$ cat config.mk
export PLATFORM = sky130hd
export DESIGN_NAME = ccu_ctrl_snoop_collector_flat
export DESIGN_NICKNAME = d
export VERILOG_FILES = /design/src/rtl/ccu_ctrl_snoop_collector_if.sv /design/src/rtl/ccu_ctrl_snoop_collector.sv /design/src/flat_wrapper.sv
export SDC_FILE = /design/constraint.sdc
export NUM_CORES = 1
export LEC_CHECK = 0
export CORE_AREA = 4 4 170 172
export CTS_BUF_LIST = sky130_fd_sc_hd__clkbuf_4 sky130_fd_sc_hd__clkbuf_8
export DETAILED_ROUTE_END_ITERATION = 6
export DIE_AREA = 0 0 174 176
export GPL_ROUTABILITY_DRIVEN = 0
export GPL_TIMING_DRIVEN = 0
export PLACE_DENSITY = 0.48
export SLEW_MARGIN = 20
export SYNTH_ARGS = -nofsm -noshare
export SYNTH_HDL_FRONTEND = slang
export SYNTH_SLANG_ARGS = --single-unit
$ cat constraint.sdc
create_clock -name clk_i -period 3.4 [get_ports clk_i]
set_input_delay 0.68 -clock clk_i [delete_from_list [all_inputs] [get_ports clk_i]]
set_output_delay 0.68 -clock clk_i [all_outputs]
set_load 0.005 [all_outputs]
$ cat src/rtl/ccu_ctrl_snoop_collector_if.sv
// Snoop collector bus bundle: CR/CD channels from the snooped caches,
// the requester R path and the memory-unit CD push path.
interface ccu_ctrl_snoop_collector_if #(
   parameter int unsigned NoMstPorts   = 4,
   parameter int unsigned AxiDataWidth = 64
);
   logic [NoMstPorts-1:0]              cr_valid_i;
   logic [5*NoMstPorts-1:0]            cr_resp_i;
   logic [NoMstPorts-1:0]              cr_ready_o;
   logic [NoMstPorts-1:0]              cd_valid_i;
   logic [AxiDataWidth*NoMstPorts-1:0] cd_data_i;
   logic [NoMstPorts-1:0]              cd_last_i;
   logic [NoMstPorts-1:0]              cd_ready_o;
   logic [AxiDataWidth-1:0]            r_data_o;
   logic                               r_last_o;
   logic                               r_valid_o;
   logic                               r_ready_i;
   logic [AxiDataWidth-1:0]            cd_o;
   logic                               cd_handshake_o;
   logic                               cd_fifo_full_i;

   modport master (
      input  cr_valid_i, cr_resp_i, cd_valid_i, cd_data_i, cd_last_i, r_ready_i, cd_fifo_full_i,
      output cr_ready_o, cd_ready_o, r_data_o, r_last_o, r_valid_o, cd_o, cd_handshake_o
   );

   modport slave (
      output cr_valid_i, cr_resp_i, cd_valid_i, cd_data_i, cd_last_i, r_ready_i, cd_fifo_full_i,
      input  cr_ready_o, cd_ready_o, r_data_o, r_last_o, r_valid_o, cd_o, cd_handshake_o
   );
endinterface

$ cat src/rtl/ccu_ctrl_snoop_collector.sv
// Collects CR responses from a masked set of snooped ports, streams the winning
// responder's line to the requester and/or memory unit, and drains all other lines.
module ccu_ctrl_snoop_collector #(
   parameter int unsigned NoMstPorts      = 4,
   parameter int unsigned AxiDataWidth    = 64,
   parameter int unsigned DcacheLineWidth = 128
) (
   input  logic                  clk_i,
   input  logic                  rst_ni,
   input  logic                  start_i,
   input  logic [NoMstPorts-1:0] port_mask_i,
   input  logic                  fwd_r_i,
   output logic                  busy_o,
   output logic                  done_o,
   output logic [4:0]            resp_o,
   output logic                  data_o,
   output logic                  wb_o,
   ccu_ctrl_snoop_collector_if.master bus
);
   localparam int unsigned LineWords = DcacheLineWidth / AxiDataWidth;
   localparam int unsigned CntW      = (LineWords > 1) ? $clog2(LineWords) : 1;
   localparam int unsigned IdxW      = (NoMstPorts > 1) ? $clog2(NoMstPorts) : 1;

   typedef enum logic [1:0] {IDLE, COLLECT, STREAM, DONE} state_e;

   state_e                  state_reg;
   logic [NoMstPorts-1:0]   pending_reg, dt_reg, drain_reg;
   logic [4:0]              resp_reg;
   logic                    fwd_reg, rsel_reg, wb_reg, data_reg, win_active_reg;
   logic [IdxW-1:0]         win_reg;
   logic [CntW-1:0]         beat_cnt_reg;

   logic [NoMstPorts-1:0]   cr_hs, dt_hit, drain_last;
   logic [4:0]              resp_port [NoMstPorts];
   logic [4:0]              resp_next;
   logic [NoMstPorts-1:0]   pending_next, dt_next, drain_next, win_onehot;
   logic [IdxW-1:0]         win_next;
   logic                    streaming, win_valid, win_last, win_move, beat_last;
   logic                    fifo_ok, req_ok, win_active_next;
   logic [AxiDataWidth-1:0] win_data;

   // Per-port handshakes; readies come straight from registered masks.
   for (genvar gi = 0; gi < NoMstPorts; gi++) begin : g_port
      assign cr_hs[gi]          = bus.cr_valid_i[gi] & pending_reg[gi];
      assign resp_port[gi]      = cr_hs[gi] ? bus.cr_resp_i[5*gi +: 5] : 5'd0;
      assign dt_hit[gi]         = cr_hs[gi] & bus.cr_resp_i[5*gi];
      assign drain_last[gi]     = drain_reg[gi] & bus.cd_valid_i[gi] & bus.cd_last_i[gi];
      assign bus.cr_ready_o[gi] = pending_reg[gi];
      assign bus.cd_ready_o[gi] = drain_reg[gi] | (win_move & (win_reg == IdxW'(gi)));
   end

   always_comb begin
      resp_next = resp_reg;
      for (int i = 0; i < NoMstPorts; i++) begin
         resp_next = resp_next | resp_port[i];
      end
   end

   // Scanning downwards leaves the lowest set index as the winner.
   always_comb begin
      win_next = '0;
      for (int i = NoMstPorts - 1; i >= 0; i--) begin
         if (dt_next[i]) begin
            win_next = IdxW'(i);
         end
      end
   end

   assign pending_next = pending_reg & ~cr_hs;
   assign dt_next      = dt_reg | dt_hit;
   assign win_onehot   = NoMstPorts'(1) << win_next;
   assign drain_next   = drain_reg & ~drain_last;

   assign streaming = (state_reg == STREAM) & win_active_reg;
   assign win_valid = bus.cd_valid_i[win_reg];
   assign win_last  = bus.cd_last_i[win_reg];
   assign win_data  = bus.cd_data_i[win_reg*AxiDataWidth +: AxiDataWidth];
   assign fifo_ok   = ~wb_reg | ~bus.cd_fifo_full_i;
   assign req_ok    = ~rsel_reg | bus.r_ready_i;
   assign win_move  = streaming & win_valid & req_ok & fifo_ok;
   assign beat_last = win_last | (beat_cnt_reg == CntW'(LineWords - 1));
   assign win_active_next = win_active_reg & ~(win_move & beat_last);

   assign bus.r_valid_o      = streaming & rsel_reg & win_valid & fifo_ok;
   assign bus.cd_handshake_o = streaming & wb_reg & win_valid & req_ok;
   assign bus.r_data_o       = streaming ? win_data : '0;
   assign bus.cd_o           = streaming ? win_data : '0;
   assign bus.r_last_o       = streaming & win_last;

   assign busy_o = (state_reg != IDLE);
   assign done_o = (state_reg == DONE);
   assign resp_o = done_o ? resp_reg : 5'd0;
   assign data_o = done_o & data_reg;
   assign wb_o   = done_o & wb_reg;

   always_ff @(posedge clk_i or negedge rst_ni) begin
      if (!rst_ni) begin
         state_reg      <= IDLE;
         pending_reg    <= '0;
         dt_reg         <= '0;
         drain_reg      <= '0;
         resp_reg       <= '0;
         fwd_reg        <= 1'b0;
         rsel_reg       <= 1'b0;
         wb_reg         <= 1'b0;
         data_reg       <= 1'b0;
         win_active_reg <= 1'b0;
         win_reg        <= '0;
         beat_cnt_reg   <= '0;
      end else begin
         case (state_reg)
            IDLE: begin
               if (start_i) begin
                  pending_reg <= port_mask_i;
                  dt_reg      <= '0;
                  resp_reg    <= '0;
                  fwd_reg     <= fwd_r_i;
                  rsel_reg    <= 1'b0;
                  wb_reg      <= 1'b0;
                  data_reg    <= 1'b0;
                  state_reg   <= (port_mask_i == '0) ? DONE : COLLECT;
               end
            end
            COLLECT: begin
               pending_reg <= pending_next;
               resp_reg    <= resp_next;
               dt_reg      <= dt_next;
               if (pending_next == '0) begin
                  if (dt_next == '0) begin
                     state_reg <= DONE;
                  end else begin
                     state_reg      <= STREAM;
                     win_reg        <= win_next;
                     rsel_reg       <= fwd_reg;
                     wb_reg         <= resp_next[2];
                     data_reg       <= fwd_reg | resp_next[2];
                     beat_cnt_reg   <= '0;
                     // With no destination the winner's line is simply drained too.
                     win_active_reg <= fwd_reg | resp_next[2];
                     drain_reg      <= (fwd_reg | resp_next[2]) ? (dt_next & ~win_onehot) : dt_next;
                  end
               end
            end
            STREAM: begin
               drain_reg      <= drain_next;
               win_active_reg <= win_active_next;
               if (win_move) begin
                  beat_cnt_reg <= beat_last ? '0 : beat_cnt_reg + 1'b1;
               end
               if (!win_active_next && (drain_next == '0)) begin
                  state_reg <= DONE;
               end
            end
            DONE: begin
               state_reg <= IDLE;
            end
            default: begin
               state_reg <= IDLE;
            end
         endcase
      end
   end
endmodule

$ cat src/flat_wrapper.sv
// flat-port wrapper written by rule: the top's interface ports become plain ports
module ccu_ctrl_snoop_collector_flat 
#(
   parameter int unsigned NoMstPorts      = 4,
   parameter int unsigned AxiDataWidth    = 64,
   parameter int unsigned DcacheLineWidth = 128
)
  (clk_i, rst_ni, start_i, port_mask_i, fwd_r_i, busy_o, done_o, resp_o, data_o, wb_o, bus_cr_valid_i, bus_cr_resp_i, bus_cd_valid_i, bus_cd_data_i, bus_cd_last_i, bus_r_ready_i, bus_cd_fifo_full_i, bus_cr_ready_o, bus_cd_ready_o, bus_r_data_o, bus_r_last_o, bus_r_valid_o, bus_cd_o, bus_cd_handshake_o);
  ccu_ctrl_snoop_collector_if #(.NoMstPorts(NoMstPorts), .AxiDataWidth(AxiDataWidth)) bus_i ();
  input  logic clk_i;
  input  logic rst_ni;
  input  logic start_i;
  input  logic [NoMstPorts-1:0] port_mask_i;
  input  logic fwd_r_i;
  output logic busy_o;
  output logic done_o;
  output logic [4:0] resp_o;
  output logic data_o;
  output logic wb_o;
  input wire logic [$bits(bus_i.cr_valid_i)-1:0] bus_cr_valid_i;
  input wire logic [$bits(bus_i.cr_resp_i)-1:0] bus_cr_resp_i;
  input wire logic [$bits(bus_i.cd_valid_i)-1:0] bus_cd_valid_i;
  input wire logic [$bits(bus_i.cd_data_i)-1:0] bus_cd_data_i;
  input wire logic [$bits(bus_i.cd_last_i)-1:0] bus_cd_last_i;
  input wire logic [$bits(bus_i.r_ready_i)-1:0] bus_r_ready_i;
  input wire logic [$bits(bus_i.cd_fifo_full_i)-1:0] bus_cd_fifo_full_i;
  output wire logic [$bits(bus_i.cr_ready_o)-1:0] bus_cr_ready_o;
  output wire logic [$bits(bus_i.cd_ready_o)-1:0] bus_cd_ready_o;
  output wire logic [$bits(bus_i.r_data_o)-1:0] bus_r_data_o;
  output wire logic [$bits(bus_i.r_last_o)-1:0] bus_r_last_o;
  output wire logic [$bits(bus_i.r_valid_o)-1:0] bus_r_valid_o;
  output wire logic [$bits(bus_i.cd_o)-1:0] bus_cd_o;
  output wire logic [$bits(bus_i.cd_handshake_o)-1:0] bus_cd_handshake_o;
  assign bus_i.cr_valid_i = bus_cr_valid_i;
  assign bus_i.cr_resp_i = bus_cr_resp_i;
  assign bus_i.cd_valid_i = bus_cd_valid_i;
  assign bus_i.cd_data_i = bus_cd_data_i;
  assign bus_i.cd_last_i = bus_cd_last_i;
  assign bus_i.r_ready_i = bus_r_ready_i;
  assign bus_i.cd_fifo_full_i = bus_cd_fifo_full_i;
  assign bus_cr_ready_o = bus_i.cr_ready_o;
  assign bus_cd_ready_o = bus_i.cd_ready_o;
  assign bus_r_data_o = bus_i.r_data_o;
  assign bus_r_last_o = bus_i.r_last_o;
  assign bus_r_valid_o = bus_i.r_valid_o;
  assign bus_cd_o = bus_i.cd_o;
  assign bus_cd_handshake_o = bus_i.cd_handshake_o;
  ccu_ctrl_snoop_collector #(.NoMstPorts(NoMstPorts), .AxiDataWidth(AxiDataWidth), .DcacheLineWidth(DcacheLineWidth)) u_core (.clk_i(clk_i), .rst_ni(rst_ni), .start_i(start_i), .port_mask_i(port_mask_i), .fwd_r_i(fwd_r_i), .busy_o(busy_o), .done_o(done_o), .resp_o(resp_o), .data_o(data_o), .wb_o(wb_o), .bus(bus_i));
endmodule
==> impl_metrics.py, run 1 <==
metrics = {
    "drt": {
        "num_vias": 5359,
        "ant_nets": 0,
        "drt_iter0_markers": 236,
        "dr.pass1.iters": 4,
        "drc": 0,
        "avgRoutedWirePerCell_um": 23.3,
        "routed_via_density": 4.36,
        "wirelength_um": 28700,
    },
    "finish": {
        "n_fill_cell": 2852,
        "final_area_mm2": 0.00924,
        "area_growth_pct": 116,
        "nNetsFinal": 1185,
        "largest_reg_flops": 5,
        "layout-drive-gt1-share_pct": 19.2,
        "instances_no_fill": 1230,
    },
    "setup_path": {
        "endpoint_kind": "primary output",
        "worstSetupPathType": "flip-flop to primary output",
        "cpPeakStageDelay_ns": 0.53,
        "critical_path_required_ns": 2.72,
        "cp_slowest_cell": "clkbuf_1",
        "cp_max_fo": 10,
        "path_cells": "buf_4 > clkbuf_1 > mux4_2 > and3_1 > buf_4 > clkdlybuf4s50_1",
        "start_kind": "flip-flop",
        "cp_common_cell": "buf_4",
        "cp_data_arrival_time_ns": 2.60,
    },
    "timing": {
        "clock.fmax_mhz": 305,
        "skew_ns": 0.00570,
        "rsz0062_at_grt": "true",
        "setup_viol": 0,
        "worst_slew_pin_slew_ns": 0.655,
        "final_hold_viol_count": 0,
        "drv_slew": 0,
        "finalCriticalPeriod_ns": 3.28,
        "post-route-period-util_pct": 96.6,
        "slew_headroom_pct": 56.3,
    },
    "synthesis": {
        "ys_types": 51,
        "syn_inst": 434,
        "async_flop_share_pct": 100,
        "synth_top_area_share_pct": 34.3,
        "synth_edf_count": 0,
        "synth_ff_type": "dfrtp_1",
        "synthTopCellsByArea": "mux4_2 (34%), dfrtp_1 (16%), buf_4 (12%), and3_1 (10%), a21oi_1 (2.5%)",
        "synth_area_mm2": 0.00427,
        "seq_area_frac_synth_pct": 15.8,
        "syn_nets": 736,
        "synth_warnings": 0,
        "yosysTopAreaCell": "mux4_2",
        "syn_area_per_cell_um2": 9.83,
        "ys_ff_latch": 27,
    },
    "worst_hold_path": {
        "hold_path.class": "input pin to asynchronous set/reset pin",
    },
    "power": {
        "power_density_mw_per_mm2": 483,
        "p_leak_nw": 3.72,
        "power.ir.vdd_worst_mv": 0.260,
    },
    "placed_design": {
        "dpl_cell_area_mm2": 0.00915,
        "port_buffers": 445,
        "dpl.cell_count": 1225,
        "post-dp-hpwl_um": 24600,
    },
    "run_status": {
        "outcome": "complete, no violations",
    },
    "clocking": {
        "clk_pin_slew_ns": 0.11,
        "numCtsBuffers": 3,
        "htreeDepth": 1,
        "cts_buffer_depth": 2,
        "clk_latency_ns": 0.28,
        "hold_buffers": 0,
        "clock-sinks": 27,
        "cts_resized": 14,
        "cts_root_buf": "clkbuf_8",
        "cts_tree": "built",
        "postCtsSetupRepairBufs": 0,
    },
    "die": {
        "dieArea_mm2": 0.0306,
        "fp.dieH_um": 176,
        "fp.dieW_um": 174,
        "rows": 61,
        "fp.coreArea_mm2": 0.0275,
        "ios": 446,
        "start_util_pct": 15.5,
    },
    "grt": {
        "gr-usage-all-layers_pct": 17.5,
        "grt_pass1_vias": 5693,
        "grt_max_degree": 28,
        "grt_overflow": 0,
        "grt_antenna_before_repair": 6,
        "grt_pass1_wl_um": 40300,
    },
    "flow_run": {
        "cap_violations": 0,
    },
}
[where the power goes]
part           switching [mW]  internal (mW)
Sequential             0.0914          0.433
Clock                   0.114         0.0835
Combinational            1.72           2.01
[cell families after synthesis]
| logic type | share of synthesized area (%) |
|---|---|
| AOI/OAI and AO/OA | 12.8 |
| adders and majority gates | 1.17 |
| buffers and inverters | 15.7 |
| DFF | 15.8 |
| muxes | 35.0 |
| and+or+nand+nor | 19.6 |
[routing by layer]
layer | track usage [%] | up-vias | part of all wire, %
li1 | - | 2515 | -
met1 | 19.8 | 2594 | 38
met2 | 33.2 | 220 | 53
met3 | 5.31 | 24 | 7.8
met4 | 2.38 | 6 | 1.4
met5 | 0 | - | 0.16
[per-stage QoR]
stage	power [mW]	util, %	setup WS (ns)	hold slack [ns]	TNS, ns
finish	4.46	33.6	0.116	0.412	0
global route	4.81	33.6	-0.0228	0.460	-0.0823
CTS	4.55	33.6	0.00973	0.434	0
detailed placement	4.29	33.3	-0.243	0.473	-2.11
global placement	4.32	33.3	-0.264	0.480	-2.43
floorplan	2.67	-	0.877	0.384	0
[cell type report]
class	count	area (um^2)	area share, %
Sequential cell	27	676	7.32
Timing Repair Buffer	445	4450	48.2
Buffer	98	663	7.18
Clock buffer	3	41.3	0.447
Tap cell	346	433	4.69
Antenna cell	2	5.00	0.0542
Multi-Input combinational cell	300	2930	31.7
Clock inverter	1	7.51	0.0813
Inverter	8	30.0	0.325
[layout by cell type (no fill, tap or decap), types with 3 or more instances in the layout]
cell / count
a21oi_1: 21
ha_1: 4
a31oi_1: 4
nand2_1: 25
buf_4: 66
clkdlybuf4s50_1: 444
nor3_1: 5
dfrtp_1: 27
nor2b_1: 3
nor2_1: 21
and3_1: 69
buf_2: 10
clkbuf_2: 8
and2_1: 10
a32oi_1: 8
a21boi_0: 5
clkbuf_1: 11
inv_1: 7
o21ai_0: 19
mux4_2: 65
clkbuf_8: 3
nand2b_1: 3
o31ai_1: 4
[critical path, delay by kind of cell, from the launching register on]
kind          cells  cell delay (ns)
simple gates      1             0.22
flops             1             0.34
buf+inv           4             1.33
mux               1             0.43
[Yosys cell counts, types with 3 or more instances]
cell type	n
a21boi_0	5
a21oi_1	21
a31oi_1	4
a32oi_1	8
and2_1	10
and3_1	69
buf_2	9
buf_4	66
clkbuf_1	22
dfrtp_1	27
ha_1	4
inv_1	7
mux4_2	65
nand2_1	25
nand2b_1	3
nor2_1	22
nor2b_1	3
nor3_1	5
o21ai_0	19
o31ai_1	4
[worst paths after layout]
kind / slack (ns) / end / from / cells past startpoint
worst max-delay path: 0.12 / bus_r_data_o[22] / u_core.win_reg[1] / 6
worst min-delay path: 0.41 / u_core.resp_reg[2] / rst_ni / 1
worst max register to register: 1.08 / u_core.drain_reg[3] / u_core.bus.cr_ready_o[0] / 8
worst min register to register: 0.51 / u_core.data_reg / u_core.data_reg / 2
max in group asynchronous: 2.56 / u_core.bus.cr_ready_o[3] / rst_ni / 1
min in group clk_i: 0.51 / u_core.data_reg / u_core.data_reg / 2
Note: power is estimated with default switching activity, not from simulation.
==> run 2, diff against run 1 <==
- MAX_ROUTING_LAYER: unset -> met4
- PLACE_DENSITY: 0.48 -> 0.5
- clock period: 3.4 -> 2.9 ns (I/O delays scaled with it)
==> run 2 against run 1 <==
Against the previous run:
- the flow now finishes with violations (negative setup slack)
- count of clock-buffer cells in the layout is the same
- critical path depth shrank 1
- non-clock buffer count grew 28
- register-to-register slack lost 0.46 ns
- power grew 34%
- sequential share of layout area shrank 0.51 points
- die area is the same
- hold slack lost 0.094 ns
- core utilization grew 2.5 points
- final cell count grew 2.8%
- critical path type is now input pin to primary output
==> impl_metrics.py, run 2 (synthesis gave the netlist of run 1 again) <==
metrics = {
    "setup_path": {
        "critical_path_required_ns": 2.32,
        "cp_max_fo": 2,
        "worst_r2r_path_depth": 7,
        "cp_slowest_cell": "mux4_2",
        "rr_endpoint": "u_core.win_active_reg",
        "worstSetupPathType": "input pin to primary output",
        "endpoint_kind": "primary output",
        "cp_common_cell": "clkdlybuf4s50_1",
        "path_cells": "clkdlybuf4s50_1 > mux4_2 > and3_2 > buf_4 > clkdlybuf4s50_1",
        "start_kind": "input pin",
        "r2r_start": "u_core.bus.cr_ready_o[1]",
        "r2r_slack_ns": 0.62,
        "cpPeakStageDelay_ns": 0.46,
        "cp_data_arrival_time_ns": 2.33,
    },
    "die": {
        "dieArea_mm2": 0.0306,
        "fp.dieW_um": 174,
        "fp.coreArea_mm2": 0.0275,
        "rows": 61,
        "start_util_pct": 15.5,
        "ios": 446,
        "fp.dieH_um": 176,
    },
    "timing": {
        "setup_viol": 1,
        "fin_ws_ns": -0.00678,
        "final_hold_viol_count": 0,
        "worst_slew_pin_slew_ns": 0.706,
        "clock.fmax_mhz": 344,
        "slew_headroom_pct": 52.7,
        "fin_tns_setup_ns": -0.00678,
        "post-route-period-util_pct": 100,
        "rsz0062_at_grt": "true",
        "finalCriticalPeriod_ns": 2.91,
        "skew_ns": 0.00357,
        "drv_slew": 0,
    },
    "drt": {
        "num_vias": 5508,
        "avgRoutedWirePerCell_um": 22.9,
        "drc": 0,
        "routed_via_density": 4.36,
        "wirelength_um": 29000,
        "dr.pass1.iters": 4,
        "ant_nets": 0,
        "drt_iter0_markers": 188,
    },
    "clocking": {
        "clk_latency_ns": 0.28,
        "numCtsBuffers": 3,
        "cts_tree": "built",
        "htreeDepth": 1,
        "clk_pin_slew_ns": 0.11,
        "clock-sinks": 27,
        "cts_root_buf": "clkbuf_8",
        "cts_buffer_depth": 2,
    },
    "power": {
        "p_sw_share_pct": 41.0,
        "power.internal_mw": 3.54,
        "p_sw_mw": 2.46,
        "power.ir.vdd_worst_mv": 0.297,
        "power_density_mw_per_mm2": 604,
        "p_leak_nw": 4.73,
        "clkPwrFrac_pct": 3.9,
        "combinationalPowerShare_pct": 85.8,
        "pwr-share-seq_pct": 10.2,
    },
    "worst_hold_path": {
        "hold_path.class": "input pin to asynchronous set/reset pin",
    },
    "finish": {
        "largest_reg_flops": 5,
        "area_growth_pct": 133,
        "final_common_cell": "clkdlybuf4s50_1",
        "layout_common_cells": "clkdlybuf4s50_1 (351), buf_4 (102), mux4_2 (65)",
        "nNetsFinal": 1213,
        "layout-drive-gt1-share_pct": 28.9,
    },
    "placed_design": {
        "detailedPlace.worstSlack_ns": -0.680,
        "post-dp-hpwl_um": 24400,
        "port_buffers": 445,
    },
    "run_status": {
        "violations": "negative setup slack",
        "outcome": "complete, but fails checks",
    },
    "grt": {
        "gr-usage-all-layers_pct": 18.1,
        "grt_antenna_before_repair": 7,
        "grt_pass1_vias": 5853,
        "grt_overflow": 0,
        "grt_max_degree": 28,
        "grt_pass1_wl_um": 40800,
    },
    "flow_run": {
        "cap_violations": 0,
    },
}
## run 2: cell types whose count changed in the layout (fill, tap and decap cells not counted), moves of 4 or more
cell	delta
clkbuf_1	-8
buf_4	+36
dlymetal6s2s_1	+34
buf_12	+10
buf_2	-5
and3_4	+37
dlygate4sd2_1	+41
diode_2	+6
and3_1	-38
clkbuf_16	+4
clkbuf_4	+5
clkdlybuf4s50_1	-93
## run 2: worst max-delay path by stage
stage / startpoint / slack (ns) / endpoint
floorplan: u_core.win_reg[0] / 0.48 / bus_r_data_o[48]
global placement: u_core.win_reg[1] / -0.70 / bus_r_data_o[61]
detailed placement: u_core.win_reg[1] / -0.68 / bus_r_data_o[61]
CTS: u_core.win_reg[0] / -0.09 / bus_r_data_o[37]
global route: u_core.win_reg[0] / -0.04 / bus_r_data_o[36]
finish: bus_cd_data_i[13] / -0.007 / bus_r_data_o[13]
## run 2: power by group through the flow
stage	combinational, mW	sequential [mW]	clock [mW]
floorplan	2.54	0.585	0
global placement	4.42	0.623	0
detailed placement	4.41	0.624	0
CTS	4.93	0.614	0.238
global route	5.53	0.634	0.262
finish	5.15	0.614	0.237
## run 2: critical path, delay by kind of cell
family	cells	cell delay, ns
AND/OR/NAND/NOR	1	0.27
multiplexers	1	0.46
buffers and inverters	3	1.02
## run 2: final cells by class
type,count,area [um^2]
multi-input cells,300,3120
fillers,2810,17500
repair buffers,473,4770
clock buffers,3,41.3
diodes,8,20.0
well taps,346,433
plain buffers,98,830
inverters,8,30.0
clock inverters,1,7.51
flip-flops and latches,27,676
## run 2: timing repair
action / in CTS / in global routing
setup endpoints to repair: 132 / 63
endpoints found under the hold margin: 0 / 0
gates cloned: 1 / 3
resized for setup: 137 / 89
hold buffers: 0 / 0
pin swaps: 2 / 3
setup buffers: 17 / 7
## run 2: metal layers
metal | part of all wire [%] | track usage [%]
met3 | 5.7 | 3.77
met1 | 41 | 21.8
met5 | 0 | -
met4 | 1.0 | 1.58
met2 | 52 | 32.5
## run 2: metrics by stage
step	instances	utilization [%]	hold slack (ns)	power [mW]	area, um^2
floorplan	434	-	0.284	3.12	4270
global placement	1225	33.3	0.476	5.04	9160
detailed placement	1225	33.3	0.468	5.03	9150
CTS	1247	34.9	0.352	5.78	9580
global route	1263	36.1	0.363	6.43	9930
finish	1264	36.1	0.318	6.00	9930
